==> src/rtl/composite_ecc_pipe.sv <==
// Two-stage SECDED (extended Hamming) pipeline: encode + fault inject + syndrome in stage 1,
// classify/correct in stage 2, with valid/ready handshake and saturating error counters.
module composite_ecc_pipe #(
  parameter int DATA_WIDTH  = 8,
  parameter int CORRECT_EN  = 1,
  parameter int COUNT_WIDTH = 8,
  localparam int R0 = $clog2(DATA_WIDTH + 1),
  localparam int R  = ((2 ** R0) >= (DATA_WIDTH + R0 + 1)) ? R0 : R0 + 1,
  localparam int CW = DATA_WIDTH + R + 1
) (
  input  logic                   clk,
  input  logic                   rst,
  input  logic                   in_valid,
  output logic                   in_ready,
  input  logic [DATA_WIDTH-1:0]  in_data,
  input  logic [CW-1:0]          inj_mask,
  output logic                   out_valid,
  input  logic                   out_ready,
  output logic [DATA_WIDTH-1:0]  out_data,
  output logic                   err_single,
  output logic                   err_double,
  output logic [R-1:0]           err_syn,
  output logic [COUNT_WIDTH-1:0] ce_count,
  output logic [COUNT_WIDTH-1:0] ue_count,
  input  logic                   clr_counts
);

  localparam bit DO_FIX = (CORRECT_EN != 0);
  localparam logic [R:0] CW_LIM = (R + 1)'(CW);

  function automatic bit is_pow2(input int p);
    return (p & (p - 1)) == 0;
  endfunction

  function automatic logic [CW-1:0] encode(input logic [DATA_WIDTH-1:0] d);
    logic [CW-1:0] c;
    logic          p;
    int            k;
    c = '0;
    k = 0;
    for (int pos = 1; pos < CW; pos++) begin
      if (!is_pow2(pos)) begin
        c[pos] = d[k];
        k++;
      end
    end
    for (int j = 0; j < R; j++) begin
      p = 1'b0;
      for (int pos = 1; pos < CW; pos++) begin
        if (pos[j] && !is_pow2(pos)) p = p ^ c[pos];
      end
      c[1 << j] = p;
    end
    c[0] = ^c[CW-1:1];
    return c;
  endfunction

  function automatic logic [R-1:0] syndrome(input logic [CW-1:0] rx);
    logic [R-1:0] s;
    s = '0;
    for (int j = 0; j < R; j++) begin
      for (int pos = 1; pos < CW; pos++) begin
        if (pos[j]) s[j] = s[j] ^ rx[pos];
      end
    end
    return s;
  endfunction

  function automatic logic [DATA_WIDTH-1:0] extract(input logic [CW-1:0] rx);
    logic [DATA_WIDTH-1:0] d;
    int                    k;
    d = '0;
    k = 0;
    for (int pos = 1; pos < CW; pos++) begin
      if (!is_pow2(pos)) begin
        d[k] = rx[pos];
        k++;
      end
    end
    return d;
  endfunction

  function automatic logic [COUNT_WIDTH-1:0] sat_inc(input logic [COUNT_WIDTH-1:0] c);
    return (&c) ? c : c + 1'b1;
  endfunction

  logic                  advance;
  logic [CW-1:0]         rx_p0;
  logic                  vld_p1;
  logic [CW-1:0]         cw_p1;
  logic [R-1:0]          syn_p1;
  logic                  par_p1;
  logic                  in_range;
  logic                  is_single;
  logic                  is_double;
  logic [CW-1:0]         fix_mask;
  logic [DATA_WIDTH-1:0] data_fix;

  // Whole pipeline stalls together; stage 1 may still fill a bubble while the output is held.
  assign advance  = !out_valid || out_ready;
  assign in_ready = advance || !vld_p1;
  assign rx_p0    = encode(in_data) ^ inj_mask;

  // ---- stage 1: encode, inject, syndrome ----
  always_ff @(posedge clk) begin
    if (rst) vld_p1 <= 1'b0;
    else if (in_ready) vld_p1 <= in_valid;
  end

  always_ff @(posedge clk) begin
    if (in_ready) begin
      cw_p1  <= rx_p0;
      syn_p1 <= syndrome(rx_p0);
      par_p1 <= ^rx_p0;
    end
  end

  // ---- stage 2: classify and correct ----
  assign in_range  = ({1'b0, syn_p1} < CW_LIM);
  assign is_single = par_p1 && in_range;
  assign is_double = par_p1 ? !in_range : (syn_p1 != '0);

  // Syndrome 0 with overall mismatch means only bit 0 flipped: no data position touched.
  always_comb begin
    fix_mask = '0;
    for (int p = 1; p < CW; p++) begin
      if (syn_p1 == R'(p)) fix_mask[p] = 1'b1;
    end
  end

  assign data_fix = extract(cw_p1 ^ ((DO_FIX && is_single) ? fix_mask : '0));

  always_ff @(posedge clk) begin
    if (rst) begin
      out_valid  <= 1'b0;
      out_data   <= '0;
      err_single <= 1'b0;
      err_double <= 1'b0;
      err_syn    <= '0;
    end else if (advance) begin
      out_valid  <= vld_p1;
      out_data   <= data_fix;
      err_single <= vld_p1 && is_single;
      err_double <= vld_p1 && is_double;
      err_syn    <= syn_p1;
    end
  end

  // Clear wins over a same-cycle increment.
  always_ff @(posedge clk) begin
    if (rst || clr_counts) begin
      ce_count <= '0;
      ue_count <= '0;
    end else if (advance && vld_p1) begin
      if (is_single) ce_count <= sat_inc(ce_count);
      if (is_double) ue_count <= sat_inc(ue_count);
    end
  end

endmodule
==> config.mk <==
export PLATFORM = sky130hd
export DESIGN_NAME = composite_ecc_pipe
export DESIGN_NICKNAME = d
export VERILOG_FILES = /design/src/rtl/composite_ecc_pipe.sv
export SDC_FILE = /design/constraint.sdc
export NUM_CORES = 1
export LEC_CHECK = 0
export ABC_CLOCK_PERIOD_IN_PS = 1880
export BUFFER_PORTS_ARGS = -buffer_cell sky130_fd_sc_hd__buf_2
export CAP_MARGIN = 20
export CELL_PAD_IN_SITES_DETAIL_PLACEMENT = 1
export CELL_PAD_IN_SITES_GLOBAL_PLACEMENT = 1
export CORE_MARGIN = 4
export CORE_UTILIZATION = 40
export DETAILED_ROUTE_END_ITERATION = 8
export PLACE_DENSITY = 0.86
export SLEW_MARGIN = 25
export SYNTH_ARGS = -nofsm -noshare
export SYNTH_HDL_FRONTEND = slang
export SYNTH_SLANG_ARGS = --single-unit
==> constraint.sdc <==
create_clock -name clk -period 1.88 [get_ports clk]
set_input_delay 0.094 -clock clk [delete_from_list [all_inputs] [get_ports clk]]
set_output_delay 0.094 -clock clk [all_outputs]
set_load 0.01 [all_outputs]
==> flow_metrics.py, run 1 <==
metrics = {
    "outcome": {
        "outcome": "complete, no violations",
    },
    "critical_path": {
        "ff2ff_path_depth": 4,
        "r2r-end": "ue_count[3]$_SDFFE_PP0P_",
        "critPathLaunchType": "register",
        "cp.arrival_ns": 1.99,
        "cp_max_fo": 15,
        "cp-end-kind": "register",
        "crit_type": "register to register",
        "rrSetupSlack_ns": 0.10,
        "rr_startpoint": "par_p1$_DFFE_PP_",
        "required_ns": 2.09,
    },
    "clock_network": {
        "ctsHoldBuffers": 0,
        "cts_root_buf": "clkbuf_8",
        "clk_path_buf_depth": 2,
        "clkSinkCount": 45,
        "htreeDepth": 2,
        "tritoncts": "yes",
        "clock_latency_ns": 0.30,
        "cts.clk_slew.worst_paths_ns": 0.09,
        "cts_made_buffers": 5,
    },
    "sta": {
        "setup_tns_ns": 0,
        "post-route-min-period_ns": 1.78,
        "max_slew_margin": 0.641,
        "fmax_mhz": 562,
        "skew_ns": 0.00898,
        "period_share": 0.947,
        "fin_ws_ns": 0.100,
        "tightest_slew_ns": 0.538,
        "rsz0062_at_grt": "no",
        "hold_viol_final": 0,
        "setup_viol_count_final": 0,
        "maxSlewViolCount": 0,
    },
    "power_and_ir_drop": {
        "netSwitchingPower_uw": 729,
        "power.leakage_uw": 0.00105,
        "switching_share": 0.301,
        "pwr-share-clk": 0.258,
        "p_seq_frac": 0.500,
        "power_density_nw_per_um2": 899,
        "peakVddDrop_mv": 0.445,
        "share_comb_of_total_power": 0.242,
        "p_int_uw": 1700,
    },
    "worst_hold_path": {
        "hold-path-cell-count": 3,
        "hp-class": "primary input to register",
        "worst_hold_path.endpoint": "vld_p1$_SDFFE_PP0P_",
        "hp-start": "in_valid",
    },
    "route": {
        "remaining_drc_errors": 0,
        "ant_nets": 0,
        "vias": 1919,
        "dr.pass1.iters": 4,
        "vias_per_cell": 5.38,
        "wl_per_cell_um": 15.6,
        "routed_wl_um": 5550,
        "drtIter0Drc": 115,
    },
    "global_route": {
        "first_global_vias": 1860,
        "grt_pass1_wl_um": 8900,
        "grt-ovfl-total": 0,
        "grt_max_degree": 21,
        "antenna_found_initial": 0,
        "grt_usage": 0.170,
    },
    "place": {
        "pre_cts_ws_ns": 0.0177,
        "gp_congestion": 0.787,
        "port_buffers": 57,
        "detailed_place_hpwl_um": 4350,
    },
    "synth": {
        "synth_edf_count": 13,
        "synth_common_cells": "32 x dfxtp_1, 19 x a21oi_1, 17 x nand2_1, 17 x xnor2_1",
        "postSynthNetCount": 253,
        "synth_most_common_cell": "dfxtp_1",
        "async_flop_share": 0,
        "syn_inst": 225,
        "syn_avg_cell_area_um2": 9.93,
        "synth_seq_area_share": 0.462,
        "synth_seq_cells": 45,
        "yosys.area.top_type": "dfxtp_1",
        "ys_warn_count": 0,
        "ys.flop_type": "dfxtp_1",
        "syn_area_um2": 2230,
        "synth.top_cell.area_share": 0.287,
        "synth_cell_types": 44,
        "netlist_top_cells_area": "dfxtp_1 29%, edfxtp_1 17%, xnor2_1 6.7%, xor2_1 5.5%, a21oi_1 4.3%",
    },
    "cells_and_area": {
        "drive_above_1_share": 0.275,
        "diodes": 0,
        "nets": 315,
        "areaGrowthSynthToFinish_pct": 20.7,
    },
    "die": {
        "die_w_um": 82.7,
        "initial_core_util": 0.424,
        "core_area_um2": 5270,
        "die_area_um2": 6840,
        "std_cell_rows": 26,
        "die_height_um": 82.7,
        "io_pins": 58,
    },
    "flow_run": {
        "cap_violations": 0,
    },
}
## power by group through the flow
stage / clock network, µW / logic [µW] / registers (µW)
finish: 626 / 588 / 1210
global route: 661 / 646 / 1230
CTS: 622 / 589 / 1210
detailed placement: 0 / 543 / 1240
global placement: 0 / 524 / 1230
floorplan: 0 / 383 / 1240
## registers in the layout, summed over array words and instances, names as in the netlist, 4 cells and up
signal,cells
ce_count,8
cw_p1,8
out_data,8
ue_count,8
err_syn,4
syn_p1,4
## layout make-up
| class | instances | area [µm²] |
|---|---|---|
| Fill cell | 650 | 2570 |
| Timing Repair Buffer | 65 | 345 |
| Inverter | 3 | 11.3 |
| Multi-Input combinational cell | 167 | 1130 |
| Tap cell | 70 | 87.6 |
| Clock buffer | 7 | 90.1 |
| Sequential cell | 45 | 1030 |
## cells by family (layout without fill, tap and decap cells)
logic type      Yosys count  count (layout)  synth area share
compound gates           53              53             0.157
xor+xnor                 32              32             0.132
fa+ha+maj                 2               2            0.0112
buf+inv                  13              75            0.0319
flops                    45              45             0.462
mux                       2               2           0.00896
simple gates             78              78             0.197
## worst max-delay path, cell delays in order, from the launching register on
cell	delay, ns
edfxtp_1	0.44
o21bai_1	0.20
a22o_4	0.29
or4_1	0.54
a21oi_1	0.22
## metal layers
layer  up-vias  GRT usage  share of wire
li1        951          -              -
met1       926      0.220           0.46
met2        36      0.285           0.49
met3         6     0.0304          0.039
met4         0     0.0556          0.013
met5         -          0              0
## how the worst max path moves through the flow
| stage | start | end | slack (ns) |
|---|---|---|---|
| final | par_p1$_DFFE_PP_ | ue_count[3]$_SDFFE_PP0P_ | 0.10 |
| after global routing | syn_p1[3]$_DFFE_PP_ | ue_count[3]$_SDFFE_PP0P_ | 0.04 |
| after CTS | syn_p1[3]$_DFFE_PP_ | ue_count[3]$_SDFFE_PP0P_ | 0.08 |
| after detailed placement | par_p1$_DFFE_PP_ | ue_count[3]$_SDFFE_PP0P_ | 0.02 |
| after global placement | par_p1$_DFFE_PP_ | ue_count[3]$_SDFFE_PP0P_ | 0.25 |
| after floorplan | ce_count[0]$_SDFFE_PP0P_ | ce_count[4]$_SDFFE_PP0P_ | 0.29 |
## cells in the final DEF (no fill, tap or decap), types with 2 or more instances in the layout
master and count:
buf_2 57, xor2_1 14, xnor2_1 17, o21a_1 2, a21oi_1 19, buf_4 8, mux2i_1 2, o21ai_0 9
or4_1 10, or3_1 9, o31ai_1 7, nand3_1 8, dfxtp_1 32, a311oi_1 6, clkbuf_8 6, nor4_2 2
nand2b_1 3, o41ai_1 3, edfxtp_1 13, nand4_1 3, nand2_1 17, nor2_1 14, nand3b_1 2, inv_1 3
ha_1 2, a211oi_1 2
## stage by stage
| stage | instance area (µm²) | utilization | total power [µW] | hold slack (ns) | instances |
|---|---|---|---|---|---|
| 2_1_floorplan | 2230 | - | 1620 | 0.211 | 225 |
| 3_3_place_gp | 2590 | 0.492 | 1750 | 0.323 | 348 |
| 3_5_place_dp | 2590 | 0.492 | 1790 | 0.330 | 348 |
| 4_1_cts | 2700 | 0.512 | 2420 | 0.0182 | 357 |
| 5_1_grt | 2700 | 0.512 | 2530 | 0.0231 | 357 |
| 6_report | 2700 | 0.512 | 2420 | 0.0150 | 357 |
## what timing repair did
item | in CTS | in global routing
endpoints found under the setup margin | 1 | 0
gates resized for setup | 0 | 0
setup buffers | 2 | 0
Power figures use the tool's default switching activity.
==> run 2, diff against run 1 <==
--- a/config.mk
+++ b/config.mk
@@ -5,7 +5,7 @@
 export SDC_FILE = /design/constraint.sdc
 export NUM_CORES = 1
 export LEC_CHECK = 0
-export ABC_CLOCK_PERIOD_IN_PS = 1880
+export ABC_CLOCK_PERIOD_IN_PS = 2000
 export BUFFER_PORTS_ARGS = -buffer_cell sky130_fd_sc_hd__buf_2
 export CAP_MARGIN = 20
 export CELL_PAD_IN_SITES_DETAIL_PLACEMENT = 1
==> constraint.sdc (replaced) <==
create_clock -name clk -period 2 [get_ports clk]
set_input_delay 0.1 -clock clk [delete_from_list [all_inputs] [get_ports clk]]
set_output_delay 0.1 -clock clk [all_outputs]
set_load 0.01 [all_outputs]
==> run 2 against run 1 <==
- cell count down 0.56%
- first-iteration DRC count down 45%
- sequential cell count unchanged
- via count down 0.78%
- worst hold slack better by 0.020 ns
- highest routed layer unchanged
==> flow_metrics.py, run 2 (same netlist as run 1, synthesis figures left out) <==
metrics = {
    "route": {
        "dr.pass1.iters": 4,
        "drtIter0Drc": 63,
        "wl_met1_um": 2360,
        "vias_per_cell": 5.36,
        "wl_met2_um": 2630,
        "vias": 1904,
        "wl_per_cell_um": 15.1,
        "routed.top_layer": "met4",
        "ant_nets": 0,
        "remaining_drc_errors": 0,
        "met3_wirelength_um": 264,
        "routed_wl_um": 5360,
    },
    "critical_path": {
        "rrSetupSlack_ns": 0.25,
        "cp_max_fo": 15,
        "required_ns": 2.23,
        "crit_type": "register to register",
        "critPathLaunchType": "register",
        "cp.arrival_ns": 1.98,
        "ff2ff_path_depth": 4,
        "rr_startpoint": "par_p1$_DFFE_PP_",
        "critPathCapture": "ue_count[3]$_SDFFE_PP0P_",
        "startpoint": "par_p1$_DFFE_PP_",
        "cp-end-kind": "register",
        "r2r-end": "ue_count[3]$_SDFFE_PP0P_",
    },
    "clock_network": {
        "htreeDepth": 2,
        "cts_setup_buffers": 0,
        "tritoncts": "yes",
        "clk_path_buf_depth": 2,
        "cts_made_buffers": 5,
        "cts_root_buf": "clkbuf_8",
        "clock_latency_ns": 0.30,
        "clkSinkCount": 45,
        "ctsResizeCount": 0,
        "cts.clk_slew.worst_paths_ns": 0.09,
        "ctsHoldBuffers": 0,
    },
    "sta": {
        "period_share": 0.873,
        "maxSlewViolCount": 0,
        "skew_ns": 0.00813,
        "setup_tns_ns": 0,
        "hold_viol_final": 0,
        "fmax_mhz": 573,
        "post-route-min-period_ns": 1.75,
        "tightest_slew_ns": 0.569,
        "setup_viol_count_final": 0,
        "max_slew_margin": 0.620,
        "rsz0062_at_grt": "no",
    },
    "power_and_ir_drop": {
        "switching_share": 0.292,
        "p_total_uw": 2330,
        "power.leakage_uw": 0.00104,
        "p_seq_frac": 0.492,
        "netSwitchingPower_uw": 682,
        "peakVddDrop_mv": 0.308,
        "pwr-share-clk": 0.291,
        "power_density_nw_per_um2": 865,
        "p_int_uw": 1650,
        "share_comb_of_total_power": 0.218,
    },
    "die": {
        "core_area_um2": 5270,
        "initial_core_util": 0.424,
        "die_height_um": 82.7,
        "io_pins": 58,
        "die_w_um": 82.7,
        "die_area_um2": 6840,
        "std_cell_rows": 26,
    },
    "flow_run": {
        "cap_violations": 0,
    },
    "cells_and_area": {
        "design_area_um2": 2700,
        "drive_above_1_share": 0.270,
        "fill_cells": 640,
        "finish.utilization": 0.512,
        "diodes": 0,
        "nets": 312,
        "layout_commonest_cell": "buf_2",
        "most-common-layout-cells": "57 x buf_2, 32 x dfxtp_1, 19 x a21oi_1",
        "areaGrowthSynthToFinish_pct": 20.8,
    },
    "global_route": {
        "grt_max_degree": 21,
        "grt_usage": 0.168,
        "grt-ovfl-total": 0,
        "grt_pass1_wl_um": 8810,
        "first_global_vias": 1855,
        "antenna_found_initial": 0,
    },
    "place": {
        "placed_area_um2": 2580,
        "detailed_place_hpwl_um": 4120,
        "gp_congestion": 0.795,
        "port_buffers": 57,
    },
    "outcome": {
        "outcome": "complete, no violations",
    },
    "worst_hold_path": {
        "hp-class": "primary input to register",
    },
}
## run 2: layer usage
layer  track usage  vias to the layer above
met2         0.285                       40
met4        0.0621                        0
met5             0                        -
met1         0.206                      907
li1              -                      948
met3        0.0390                        9
## run 2: worst min path at each step
stage / start / end / slack, ns / depth (start not counted)
finish: in_valid / vld_p1$_SDFFE_PP0P_ / 0.03 / 3
global route: in_valid / vld_p1$_SDFFE_PP0P_ / 0.05 / 3
CTS: in_valid / vld_p1$_SDFFE_PP0P_ / 0.04 / 3
detailed placement: in_valid / vld_p1$_SDFFE_PP0P_ / 0.36 / 3
global placement: in_valid / vld_p1$_SDFFE_PP0P_ / 0.33 / 3
floorplan: in_valid / vld_p1$_SDFFE_PP0P_ / 0.22 / 2
## run 2: area by class of cell
type	count	area, µm²	area share
multi-input cells	167	1130	0.419
flip-flops and latches	45	1030	0.382
clock buffers	8	115	0.0427
repair buffers	62	323	0.120
inverters	3	11.3	0.00417
well taps	70	87.6	0.0325
## run 2: power groups by stage
stage | clock network (µW) | logic [µW] | registers [µW]
6_report | 679 | 508 | 1150
5_1_grt | 724 | 566 | 1170
4_1_cts | 685 | 515 | 1150
3_5_place_dp | 0 | 508 | 1170
3_3_place_gp | 0 | 492 | 1160
2_1_floorplan | 0 | 360 | 1170
## run 2: through the flow
step	hold WS (ns)	setup slack [ns]	cells
2_1_floorplan	0.217	0.410	225
3_3_place_gp	0.326	0.362	347
3_5_place_dp	0.357	0.282	347
4_1_cts	0.0388	0.254	355
5_1_grt	0.0529	0.145	355
6_report	0.0345	0.254	355
## run 2: critical path: stages (launching register included)
cell      delay, ns
edfxtp_1       0.50
o21bai_1       0.22
a22o_4         0.29
or4_1          0.52
a21oi_1        0.15
